--- src/rtl/icache_pkg.sv ---
// Shared types and geometry for the direct-mapped instruction cache.
package icache_pkg;

   typedef enum logic [1:0] {
      IDLE   = 2'd0,
      FETCH  = 2'd1,
      UPDATE = 2'd2
   } state_t;

   localparam int ADDR_W   = 10;
   localparam int INDEX_W  = 3;
   localparam int OFFSET_W = 4;
   localparam int TAG_W    = ADDR_W - OFFSET_W - INDEX_W;
   localparam int BLOCK_W  = 128;
   localparam int WORD_W   = 32;

   // Field extraction for the default 1 KiB / 8-line geometry.
   function automatic logic [TAG_W-1:0] addr_tag(input logic [ADDR_W-1:0] addr);
      return addr[ADDR_W-1 -: TAG_W];
   endfunction

   function automatic logic [INDEX_W-1:0] addr_index(input logic [ADDR_W-1:0] addr);
      return addr[OFFSET_W +: INDEX_W];
   endfunction

   function automatic logic [1:0] addr_word(input logic [ADDR_W-1:0] addr);
      return addr[3:2];
   endfunction

endpackage

--- src/rtl/icache_line_store.sv ---
// Valid/tag/data storage for the cache lines: one synchronous fill port and a
// combinational lookup port returning valid, tag and the selected 32-bit word.
module icache_line_store
   import icache_pkg::*;
#(
   parameter int INDEX_W = 3,
   parameter int TAG_W   = 3
) (
   input  logic               clk,
   input  logic               srst,
   input  logic               we,
   input  logic [INDEX_W-1:0] wr_index,
   input  logic [TAG_W-1:0]   wr_tag,
   input  logic [BLOCK_W-1:0] wr_block,
   input  logic [INDEX_W-1:0] rd_index,
   input  logic [1:0]         rd_word,
   output logic               rd_valid,
   output logic [TAG_W-1:0]   rd_tag,
   output logic [WORD_W-1:0]  rd_data
);

   localparam int LINES = 1 << INDEX_W;

   logic [LINES-1:0]   valid_q;
   logic [LINES-1:0]   valid_d;
   logic [TAG_W-1:0]   tag_mem  [LINES];
   logic [BLOCK_W-1:0] data_mem [LINES];
   logic [BLOCK_W-1:0] rd_block;

   // Valid bits: cleared by reset, set by a fill of that line.
   always_comb begin
      valid_d = valid_q;
      if (srst) begin
         valid_d = '0;
      end else if (we) begin
         valid_d[wr_index] = 1'b1;
      end
   end

   // Valid register update.
   always_ff @(posedge clk) begin
      valid_q <= valid_d;
   end

   // Tag and data arrays are written only by fills and are not reset;
   // a stale entry is harmless while its valid bit is clear.
   always_ff @(posedge clk) begin
      if (we) begin
         tag_mem[wr_index]  <= wr_tag;
         data_mem[wr_index] <= wr_block;
      end
   end

   // Lookup port: word w of the block occupies bits [32w+31:32w].
   always_comb begin
      rd_valid = valid_q[rd_index];
      rd_tag   = tag_mem[rd_index];
      rd_block = data_mem[rd_index];
      rd_data  = rd_block[{rd_word, 5'b00000} +: WORD_W];
   end

endmodule

--- src/rtl/icache_controller.sv ---
// Direct-mapped instruction cache controller: zero-latency hits, and on a miss
// a stalled block fetch from instruction memory followed by a replayed lookup.
module icache_controller
   import icache_pkg::*;
#(
   parameter int ADDR_W  = 10,
   parameter int INDEX_W = 3
) (
   input  logic                   clock,
   input  logic                   reset,
   input  logic                   read,
   input  logic [ADDR_W-1:0]      address,
   output logic [WORD_W-1:0]      instruction,
   output logic                   busywait,
   output logic                   mem_read,
   output logic [ADDR_W-5:0]      mem_address,
   input  logic [BLOCK_W-1:0]     mem_readdata,
   input  logic                   mem_busywait
);

   localparam int LINE_TAG_W = ADDR_W - OFFSET_W - INDEX_W;

   logic [LINE_TAG_W-1:0] cpu_tag;
   logic [INDEX_W-1:0]    cpu_index;
   logic [1:0]            cpu_word;
   logic                  unused_addr_bits;

   logic                  line_valid;
   logic [LINE_TAG_W-1:0] line_tag;
   logic                  hit;
   logic                  fill_we;

   state_t                state_q, state_d;
   logic                  guard_q, guard_d;
   logic [LINE_TAG_W-1:0] fill_tag_q, fill_tag_d;
   logic [INDEX_W-1:0]    fill_index_q, fill_index_d;
   logic                  mem_read_q, mem_read_d;
   logic [ADDR_W-5:0]     mem_address_q, mem_address_d;

   // Split the CPU byte address; the byte-within-word bits are don't-care.
   always_comb begin
      cpu_tag          = address[ADDR_W-1 -: LINE_TAG_W];
      cpu_index        = address[OFFSET_W +: INDEX_W];
      cpu_word         = address[3:2];
      unused_addr_bits = ^address[1:0];
   end

   icache_line_store #(
      .INDEX_W (INDEX_W),
      .TAG_W   (LINE_TAG_W)
   ) u_line_store (
      .clk      (clock),
      .srst     (reset),
      .we       (fill_we && !reset),
      .wr_index (fill_index_q),
      .wr_tag   (fill_tag_q),
      .wr_block (mem_readdata),
      .rd_index (cpu_index),
      .rd_word  (cpu_word),
      .rd_valid (line_valid),
      .rd_tag   (line_tag),
      .rd_data  (instruction)
   );

   // Hit detection and CPU stall: only IDLE can answer a fetch.
   always_comb begin
      hit      = line_valid && (line_tag == cpu_tag);
      busywait = (state_q == IDLE) ? (read && !hit) : 1'b1;
   end

   // Next-state logic. The fill address is latched at miss detection so a
   // misbehaving CPU that changes address mid-stall cannot redirect the fill.
   // The first FETCH cycle ignores mem_busywait, giving memory one cycle to
   // see the freshly registered request before its ready is trusted.
   always_comb begin
      state_d       = state_q;
      guard_d       = guard_q;
      fill_tag_d    = fill_tag_q;
      fill_index_d  = fill_index_q;
      mem_read_d    = mem_read_q;
      mem_address_d = mem_address_q;
      fill_we       = 1'b0;
      unique case (state_q)
         IDLE: begin
            if (read && !hit) begin
               fill_tag_d    = cpu_tag;
               fill_index_d  = cpu_index;
               mem_read_d    = 1'b1;
               mem_address_d = {cpu_tag, cpu_index};
               guard_d       = 1'b1;
               state_d       = FETCH;
            end
         end
         FETCH: begin
            if (guard_q) begin
               guard_d = 1'b0;
            end else if (!mem_busywait) begin
               fill_we    = 1'b1;
               mem_read_d = 1'b0;
               state_d    = UPDATE;
            end
         end
         UPDATE: begin
            state_d = IDLE;
         end
         default: begin
            state_d    = IDLE;
            mem_read_d = 1'b0;
         end
      endcase
   end

   // FSM and registered memory-interface outputs.
   always_ff @(posedge clock) begin
      if (reset) begin
         state_q       <= IDLE;
         guard_q       <= 1'b0;
         fill_tag_q    <= '0;
         fill_index_q  <= '0;
         mem_read_q    <= 1'b0;
         mem_address_q <= '0;
      end else begin
         state_q       <= state_d;
         guard_q       <= guard_d;
         fill_tag_q    <= fill_tag_d;
         fill_index_q  <= fill_index_d;
         mem_read_q    <= mem_read_d;
         mem_address_q <= mem_address_d;
      end
   end

   assign mem_read    = mem_read_q;
   assign mem_address = mem_address_q;

endmodule
--- config.mk ---
export PLATFORM = sky130hd
export DESIGN_NAME = icache_controller
export DESIGN_NICKNAME = d
export VERILOG_FILES = /design/src/rtl/icache_pkg.sv /design/src/rtl/icache_line_store.sv /design/src/rtl/icache_controller.sv
export SDC_FILE = /design/constraint.sdc
export NUM_CORES = 1
export LEC_CHECK = 0
export CORE_UTILIZATION = 35
export DETAILED_ROUTE_END_ITERATION = 16
export GPL_ROUTABILITY_DRIVEN = 0
export GPL_TIMING_DRIVEN = 0
export PLACE_DENSITY = 0.63
export SLEW_MARGIN = 10
export SYNTH_ARGS = -nofsm -noshare
export SYNTH_HDL_FRONTEND = slang
export SYNTH_HIERARCHICAL = 1
export SYNTH_SLANG_ARGS = --single-unit
--- constraint.sdc ---
create_clock -name clock -period 12.3 [get_ports clock]
set_input_delay 1.845 -clock clock [delete_from_list [all_inputs] [get_ports clock]]
set_output_delay 1.845 -clock clock [all_outputs]
set_load 0.005 [all_outputs]
==> out/metrics.csv <==
stage;metric;value;unit
global_route;antenna violations before repair;33;
timing;crit path time final;7.14;ns
timing;Final Setup Violations;0;
die;total core area;0.117;mm2
power;P_int;5.97;mW
global_route;largest net degree at the start of global routing;24;
placed_design;Setup WS pre-CTS;5.20;ns
route;drt via density;5.15;
die;chip width;346;um
cts;cts hold-fix bufs;0;
timing;PnR worst setup slack;5.16;ns
finish;post-route design area;0.0496;mm2
setup_path;WP data required;10.45;ns
setup_path;CP Data Arrival Time;5.29;ns
route;Vias;22107;
cts;clock buffer depth;3;
yosys;Mapped Area;0.0414;mm2
global_route;total gr overflow;0;
cts;Reg clk slew, reported paths;0.06;ns
power;combinational power share;0.060;
placed_design;Inst Count DP;4086;
yosys;Yosys top cell area share;0.761;
die;die footprint;0.120;mm2
yosys;Syn Nets;2449;
finish;layout cells sized above 1;0.124;
route;post-DR wirelength/cell;25.0;um
setup_path;crit path max fanout;10;
route;DRT antenna net count;0;
run;max-cap violation count;0;
setup_path;Worst setup SP type;input pin;
global_route;vias in the first global route;21580;
run_status;status;finished, final reports clean;
timing;TNS Setup;0;ns
yosys;post-synthesis sequential area ratio;0.770;
cts;Post-CTS Setup Bufs;0;
yosys;yosys warns;6;
min_path;Hold WC Path Type;register to register;
power;P_sw;1.59;mW
power;worst IR drop on VDD;0.000101;V
setup_path;CP Capture Type;primary output;
yosys;count of cell types in the netlist;34;
route;WL final;107000;um
yosys;post-synth top area cell;edfxtp_1;
global_route;Total GRT Usage;0.175;
cts;PostCTS Resize Cnt;0;
cts;CTS tree;built;
cts;clk sinks;1066;
placed_design;Port Buffer Count;179;
die;Initial Util;0.354;
power;Flop pwr share;0.531;
cts;CTS buffer count;109;
timing;Hold Violations, Final;0;
die;die extent in y;346;um
route;residual DRC count;0;
die;row count;125;
timing;worst-margin pin slew;0.975;ns
setup_path;path type of the worst setup path;input pin to primary output;
timing;fin. max-slew vios;0;
cts;CTS H-tree depth;3;
die;num ports;182;
cts;worst skew pair latency;0.67;ns
timing;final worst path period share;0.580;
timing;maximum clock rate;140;MHz
finish;Area growth, synth to finish;20.0;%
power;clock network power share;0.409;
finish;FILL cells;10229;
yosys;cell count after synthesis;2307;
timing;worst relative slew slack;0.350;
route;Initial DRC Count;1868;
yosys;Synth Register Bits;1066;
power;Pleak;17.2;nW
timing;RSZ-0062 raised after global routing;no;
power;pwr/cell area;152;mW/mm2
timing;Clock Skew;0.0138;ns
route;Pre-antenna DRT Iters;5;
placed_design;dpl cell area;0.0463;mm2
power;Switching Fraction;0.210;
global_route;first-pass GRT wire length;152000;um
yosys;Synth Area per Inst;17.9;um2
finish;Finished Layout Cells;4290;
finish;Layout Nets;2815;
cts;Root Driver;clkbuf_16;
placed_design;DP Wirelength;72500;um
yosys;Area contributors post-synth;edfxtp_1 (76%), mux2i_1 (13%), a22oi_1 (1.7%), a22o_1 (1.4%), a21oi_1 (1.2%);
## registers in the layout (all words and copies together) (netlist names)
| signal | cells |
|---|---|
| u_line_store/valid_q | 8 |
| u_line_store/data_mem | 1024 |
| guard_q | 1 |
| fill_tag_q | 3 |
| fill_index_q | 2 |
| mem_address | 1 |
| u_line_store/tag_mem | 24 |
| mem_read | 1 |
| state_q | 2 |
## cell usage in the layout (no fill, tap or decap), types with 4 or more instances in the layout
cell / n
nand2b_1: 5
clkbuf_16: 110
clkinv_1: 27
nor2_1: 16
a31oi_1: 32
a22o_1: 64
mux2_2: 4
clkdlybuf4s50_1: 179
edfxtp_1: 1048
nor3_1: 33
buf_6: 13
a21oi_1: 97
mux4_2: 8
buf_12: 32
clkinv_2: 22
a22oi_1: 96
buf_16: 7
dfxtp_1: 18
bufinv_16: 7
buf_4: 83
mux2i_1: 518
diode_2: 7
buf_2: 37
nand3_1: 96
clkbuf_1: 57
nor2_4: 6
nand2_1: 112
## path summary, 6_finish.rpt
check	startpoint	to	slack (ns)	cells past startpoint
min	u_line_store/valid_q[6]$_SDFFE_PP0P_	u_line_store/valid_q[6]$_SDFFE_PP0P_	0.47	2
max reg2reg	state_q[0]$_SDFFE_PP0P_	u_line_store/data_mem[0][79]$_DFFE_PP_	8.77	12
min reg2reg	u_line_store/valid_q[6]$_SDFFE_PP0P_	u_line_store/valid_q[6]$_SDFFE_PP0P_	0.47	2
max	address[6]	instruction[24]	5.16	9
## metal layers
metal	global-route usage	wire length [um]	up-vias
met5	0	216	-
met4	0.0383	1600	34
met3	0.0392	8200	144
met2	0.282	50700	730
met1	0.242	46400	11251
li1	-	-	9948
## power by group through the flow
| stage | Clock (mW) | Sequential (mW) | Combinational, mW |
|---|---|---|---|
| 2_1_floorplan | 0 | 4.10 | 0.212 |
| 3_5_place_dp | 0 | 4.09 | 0.452 |
| 3_3_place_gp | 0 | 4.10 | 0.440 |
| 6_report | 3.09 | 4.02 | 0.451 |
| 4_1_cts | 3.15 | 4.02 | 0.453 |
| 5_1_grt | 3.28 | 4.02 | 0.478 |
## cells by family (layout without fill, tap and decap cells)
logic type,Yosys count,after routing,synth area share
flip-flops,1066,1066,0.770
AO/OA/AOI/OAI,297,297,0.0496
AND/OR/NAND/NOR,277,277,0.0300
buffers and inverters,134,586,0.0191
other,0,7,0
XOR/XNOR,3,3,0.000817
multiplexers,530,530,0.131
## cells in the mapped netlist (all sizes together)
library cell     n
nor2b            1
nand2          112
mux2i          518
or2              1
a31oi           32
dfxtp           18
a22oi           96
nor3            35
o21ba            2
nor2            22
nand2b           5
mux4             8
xor2             3
buf             98
mux2             4
and2b            1
a21oi           97
nor3b            3
o211ai           1
o41ai            3
and2             1
inv              3
nand3           96
edfxtp        1048
clkbuf          33
o21ai            1
a2111oi          1
a22o            64
## layout make-up
| class | instances | area, um2 | share of cell area |
|---|---|---|---|
| repair buffers | 255 | 2940 | 0.0593 |
| flip-flops and latches | 1066 | 31800 | 0.642 |
| clock buffers | 136 | 2850 | 0.0575 |
| clock inverters | 61 | 484 | 0.00976 |
| inverters | 3 | 11.3 | 0.000227 |
| diodes | 7 | 17.5 | 0.000353 |
| well taps | 1524 | 1910 | 0.0384 |
| multi-input cells | 1107 | 8790 | 0.177 |
| plain buffers | 131 | 778 | 0.0157 |
## worst max-delay path: stages
cell	delay [ns]
clkdlybuf4s50_1	0.51
buf_2	0.24
and2b_1	0.16
buf_2	0.31
clkbuf_1	0.61
a22oi_1	0.19
a31oi_1	0.61
nand3_1	0.27
clkdlybuf4s50_1	0.52
## stage by stage
stage	hold slack [ns]	power, mW	utilization
5_1_grt	0.497	7.77	0.425
2_1_floorplan	0.435	4.31	-
3_5_place_dp	0.461	4.54	0.396
4_1_cts	0.475	7.62	0.425
6_report	0.472	7.56	0.425
3_3_place_gp	0.445	4.54	0.386
Note: power is estimated with default switching activity, not from simulation.
